`src/rtl/if_prefetch.sv`:
```
// Instruction fetch prefetcher: keeps one outstanding memory read, queues fetched
// words with their pc+4, flushes on redirect and drops a stale in-flight reply.
module if_prefetch #(
    parameter int          DEPTH    = 4,
    parameter logic [31:0] RESET_PC = 32'h0000_0000
) (
    input  logic        clk,
    input  logic        rst_n,
    input  logic        redirect,
    input  logic [31:0] redirect_pc,
    input  logic        hold,
    output logic        inst_valid,
    output logic [31:0] inst,
    output logic [31:0] inst_pc4,
    output logic        mem_req,
    output logic [31:0] mem_addr,
    input  logic        mem_ack,
    input  logic [31:0] mem_rdata
);

    localparam int AW = $clog2(DEPTH);
    localparam int CW = AW + 1;
    localparam logic [CW-1:0] DEPTH_C = CW'(DEPTH);

    typedef enum logic [1:0] {
        IDLE    = 2'd0,
        FETCH   = 2'd1,
        DISCARD = 2'd2
    } state_e;

    state_e          state_q, state_d;
    logic [31:0]     fpc_q, fpc_d;
    logic [31:0]     addr_q, addr_d;
    logic [AW-1:0]   rptr_q, rptr_d;
    logic [AW-1:0]   wptr_q, wptr_d;
    logic [CW-1:0]   count_q, count_d;
    logic [31:0]     inst_mem_q [DEPTH];
    logic [31:0]     pc4_mem_q  [DEPTH];

    logic            pop_s;
    logic            push_s;
    logic [31:0]     fpc_plus4_s;
    logic [CW-1:0]   count_after_pop_s;
    logic [CW-1:0]   count_after_s;

    // Next-state logic for the fetch FSM, fetch PC, queue pointers and occupancy
    always_comb begin
        pop_s             = (count_q != {CW{1'b0}}) && !hold && !redirect;
        push_s            = (state_q == FETCH) && mem_ack && !redirect;
        fpc_plus4_s       = fpc_q + 32'd4;
        count_after_pop_s = count_q - CW'(pop_s);
        count_after_s     = count_after_pop_s + CW'(push_s);

        state_d = state_q;
        fpc_d   = fpc_q;
        rptr_d  = pop_s  ? rptr_q + AW'(1) : rptr_q;
        wptr_d  = push_s ? wptr_q + AW'(1) : wptr_q;
        count_d = count_after_s;

        case (state_q)
            IDLE: begin
                if (redirect || (count_after_pop_s < DEPTH_C)) begin
                    state_d = FETCH;
                end else begin
                    state_d = IDLE;
                end
            end
            FETCH: begin
                if (redirect) begin
                    state_d = mem_ack ? FETCH : DISCARD;
                end else if (mem_ack) begin
                    fpc_d   = fpc_plus4_s;
                    state_d = (count_after_s < DEPTH_C) ? FETCH : IDLE;
                end else begin
                    state_d = FETCH;
                end
            end
            DISCARD: begin
                if (mem_ack) begin
                    state_d = FETCH;
                end else begin
                    state_d = DISCARD;
                end
            end
            default: begin
                state_d = IDLE;
            end
        endcase

        // Redirect overrides everything: flush the queue and restart at the target
        if (redirect) begin
            fpc_d   = {redirect_pc[31:2], 2'b00};
            rptr_d  = {AW{1'b0}};
            wptr_d  = {AW{1'b0}};
            count_d = {CW{1'b0}};
        end else begin
            fpc_d   = fpc_d;
        end

        // A stale request must keep its address until it is acked
        if (state_d == DISCARD) begin
            addr_d = addr_q;
        end else begin
            addr_d = fpc_d;
        end
    end

    // Control and pointer registers
    always_ff @(posedge clk) begin
        if (!rst_n) begin
            state_q <= IDLE;
            fpc_q   <= RESET_PC;
            addr_q  <= RESET_PC;
            rptr_q  <= {AW{1'b0}};
            wptr_q  <= {AW{1'b0}};
            count_q <= {CW{1'b0}};
        end else begin
            state_q <= state_d;
            fpc_q   <= fpc_d;
            addr_q  <= addr_d;
            rptr_q  <= rptr_d;
            wptr_q  <= wptr_d;
            count_q <= count_d;
        end
    end

    // Queue storage
    always_ff @(posedge clk) begin
        if (!rst_n) begin
            for (int i = 0; i < DEPTH; i++) begin
                inst_mem_q[i] <= 32'h0000_0000;
                pc4_mem_q[i]  <= 32'h0000_0000;
            end
        end else if (push_s) begin
            inst_mem_q[wptr_q] <= mem_rdata;
            pc4_mem_q[wptr_q]  <= fpc_plus4_s;
        end else begin
            inst_mem_q[wptr_q] <= inst_mem_q[wptr_q];
            pc4_mem_q[wptr_q]  <= pc4_mem_q[wptr_q];
        end
    end

    assign inst_valid = (count_q != {CW{1'b0}});
    assign inst       = inst_valid ? inst_mem_q[rptr_q] : 32'h0000_0000;
    assign inst_pc4   = inst_valid ? pc4_mem_q[rptr_q]  : 32'h0000_0000;
    assign mem_req    = (state_q != IDLE);
    assign mem_addr   = addr_q;

endmodule
```
`config.mk`:
```
export PLATFORM = sky130hd
export DESIGN_NAME = if_prefetch
export DESIGN_NICKNAME = d
export VERILOG_FILES = /design/src/rtl/if_prefetch.sv
export SDC_FILE = /design/constraint.sdc
export NUM_CORES = 1
export LEC_CHECK = 0
export BUFFER_PORTS_ARGS = -buffer_cell sky130_fd_sc_hd__buf_4
export CORE_AREA = 2 2 254 256
export DETAILED_ROUTE_END_ITERATION = 10
export DIE_AREA = 0 0 256 258
export HOLD_SLACK_MARGIN = 0.1
export PLACE_DENSITY = 0.41
export SLEW_MARGIN = 40
export SYNTH_ARGS = -nofsm -noshare
export SYNTH_HDL_FRONTEND = slang
export SYNTH_SLANG_ARGS = --single-unit
```
`constraint.sdc`:
```
create_clock -name clk -period 6.95 [get_ports clk]
set_input_delay 1.39 -clock clk [delete_from_list [all_inputs] [get_ports clk]]
set_output_delay 1.39 -clock clk [all_outputs]
set_load 0.02 [all_outputs]
```
==> summary.md <==
| Metric | Value |
|---|---|
| Bufs and invs on worst path | 3 |
| CP Cell Sequence | buf_12 > buf_4 > mux4_2 > and2_1 > buf_4 |
| Largest family of logic cells by synthesized area | simple AND/OR/NAND/NOR gates |
| Post-synthesis mux area share | 0.1001 |
| Post-CTS Hold Buffers | 0 |
| Clk root buf | clkbuf_16 |
| CP Capture Type | primary output |
| Fmax | 229.3 MHz |
| Vias in the first global route | ~10000 |
| Gr usage total | 0.1364 |
| Area contributors post-synth | edfxtp_1, dfxtp_1, mux4_2 |
| Initial antenna violation count | 0 |
| Worst R2R Path Depth | 4 |
| Layout Nets | approximately 1400 |
| Initial DRT Pass Iterations | 5 |
| Simple-Gate Fraction of Synth Area | 0.1765 |
| Worst-Skew Late Latency | 0.55 ns |
| Routed wire length | 44780 um |
| Status | complete, no violations |
| Internal reg-to-reg setup slack | roughly 4.0 ns |
| CTS clock-pin slew for the worst setup and hold paths | 0.06 ns |
| Wire length per cell | 19.97 um |
| Setup WS post-layout | 2.589 ns |
| Detail Route Antenna Nets | 0 |
| Max Root-Sink Buffers | 3 |
| Crit path launch type | flip-flop |
| Hold Slack | 0.4758 ns |
| Syn_area_per_cell | roughly 12 um2 |
| Rows | 93 |
| Worst path arrival time | between 2 and 3 ns |
| Final Skew | around 0.011 ns |
| Post-DP HPWL | roughly 28000 um |
| Initial Util | 0.2373 |
| Die H | 258 um |
| Syn Inst Count | about 1200 |
| Yosys warns | 0 |
| Worst hold endpoint | mem_addr[11] |
| Min cycle time layout | 4.361 ns |
| Gp weighted congestion | 0.7355 |
| Design Area, Final | between 0.015 and 0.02 mm2 |
| CP Max Fanout | 25 |
| Reg2reg end | inst_mem_q[1][16] |
| Sequential share of the synthesized area | 0.6083 |
| Post-Place Cell Area | 0.01727 mm2 |
| Crit Path Category | flip-flop to primary output |
| H-tree Lvls | 2 |
| Pwr dens | 253.9 mW/mm2 |
| Chip Width | ~260 um |
| Crit share post-route | 0.6274 |
| Final setup fails | 0 |
| Post-synth EDFFs | ~260 |
| Max Cap Viol | 0 |
| CP dominant cell by count | buf_4 |
| CORE AREA | 0.06365 mm2 |
| Via count | ~10000 |
| WHS Path Cells | 2 |
| LEAKAGE | between 6 and 7 nW |
| Final Power | 4.726 mW |
| CTS tree | built |
| Synth cell types | 62 |
| Slew @ Worst Pin | 0.8523 ns |
| TritonCTS Sinks | 331 |
| Fin cells | 2242 |
| Final Slew Violations | 0 |
| Adder-Cell Fraction of Synth Area | 0.004142 |
| Placed insts | 2172 |
| Vias per Instance | 4.396 |
| Min-Delay Path Class | flip-flop to flip-flop |
| Share of layout cells above drive strength 1 | 0.2473 |
| Final setup TNS | 0 ns |
| Worst r2r src | state_q[0] |
| Top delay family on crit path | buffers and inverters |
| Pre-CTS WS | ~2.3 ns |
| Post-synth top area cell | edfxtp_1 |
| Drc violations | 0 |
| Synth Cell Area | 0.01510 mm2 |
| Synth top cells by count | edfxtp_1, nor2_1, and2_1 |
| Die Area | about 0.066 mm2 |
| CTS resizes | 0 |
| Hold path start | mem_addr[11] |
| Syn_nets | 1299 |
| Share of flip-flops with an asynchronous set or reset | 0 |
| Area growth syn-to-layout | 23.21% |
| Buffers on Ports | 164 |
| Slowest CP cell | dfxtp_4 |
| Post-synthesis xor/xnor area fraction | 0.02551 |
| Antenna diode count | 0 |
| Dominant synthesized flop cell | edfxtp_1 |
| Top-area cell type share of the netlist area | 0.5089 |
| Max VDD drop | 0.1412 mV |
| WP data required | 5.56 ns |
| Post-synthesis compound-gate area fraction | 0.04738 |
| Setup Buffers After CTS | 0 |
| Total CTS buffers | 40 |
| First-pass GRT wire length | 67830 um |
| RSZ-0062 raised after global routing | no |
| # IOs | 167 |
| Most frequent cell after synthesis | edfxtp_1 |
| Hold Vio Cnt, Final | 0 |
| Grt total ovfl | 0 |
| Rel. slew slack | 0.4318 |
| Pin count of the biggest net entering global routing | 66 |
| Seq cells post-synth | 331 |
| Slowest stage delay, CP | between 0.6 and 0.7 ns |
| Iteration-0 DRC Markers | 457 |
| Post-layout util | 0.2924 |
## sequential cells by signal, indices dropped and copies added, names as in the netlist, named ones only
register and count:
count_q 3, fpc_q 32, inst_mem_q 128, mem_addr 32, pc4_mem_q 128, rptr_q 2
state_q 2, wptr_q 2
## power by group
group	internal, mW	switching (mW)	total [mW]	leakage (nW)
Sequential	2.21	0.0489	2.26	3.26
Clock	1.31	0.835	2.15	0.655
Combinational	0.120	0.197	0.317	2.94
## worst register-to-register path, cell delays in order (launching register included)
cell	delay, ns
dfxtp_1	0.51
nand3b_4	0.42
or3_1	0.84
nand2_8	0.55
buf_4	0.37
## routing by layer
metal / global-route usage / wire, um / up-vias / part of all wire
met5: 0 / 0 / - / 0
met2: 0.2229 / 21060 / 219 / 0.47
li1: - / - / 4689 / -
met3: 0.02984 / 2253 / 49 / 0.050
met4: 0.03785 / 870 / 0 / 0.019
met1: 0.1823 / 20590 / 4898 / 0.46
## how the worst max path moves through the flow
stage | from | endpoint | slack (ns) | cells after the start
after floorplan | redirect | inst_mem_q[2][0] | 2.45 | 7
after global placement | rst_n | inst_mem_q[2][9] | 2.18 | 5
after detailed placement | rst_n | inst_mem_q[0][6] | 2.27 | 7
after CTS | flip-flop | inst[2] | 2.45 | 5
after global routing | flip-flop | inst[16] | 2.35 | 5
final | flip-flop | inst[2] | 2.59 | 5
## layout by cell type (no fill, tap or decap), types with 3 or more instances in the layout
cell and n:
a31oi_1 11, and4_1 6, a311oi_1 4, mux2i_1 6
nand3_1 28, clkbuf_16 42, xnor2_1 20, o21a_1 3
edfxtp_1 256, o31ai_1 5, o21ai_0 28, nor4_4 3
bufinv_16 5, nand2b_1 10, xor2_1 24, mux4_2 64
nand4_1 12, nor2_1 187, and2_1 103, nor4_1 9
nand3_2 5, clkbuf_1 5, nand2_1 64, clkinv_2 7
or3_1 3, nor3_1 52, nor3_2 3, dfxtp_1 73
nor2b_1 3, and3_1 8, buf_4 181, ha_1 5
clkinv_1 6, a21o_1 3, inv_1 52, nor3b_1 4
a21oi_1 23, o22a_1 9
## final cells by class
type	instances	area, um2
flip-flops and latches	331	9196
well taps	855	1070
fillers	6578	45040
multi-input cells	751	5431
inverters	52	195.2
clock inverters	19	215.2
clock buffers	51	1112
repair buffers	183	1390
## kinds of logic (layout without fill, tap and decap cells)
kind of cell               count (synthesis)  in the layout
AOI/OAI and AO/OA                        108            108
xor gates and xnor gates                  44             44
adders and majority gates                  5              5
buffers and inverters                    143            305
DFF                                      331            331
muxes                                     71             71
and+or+nand+nor                          523            523
No activity file was read; power rests on OpenSTA's default activity.
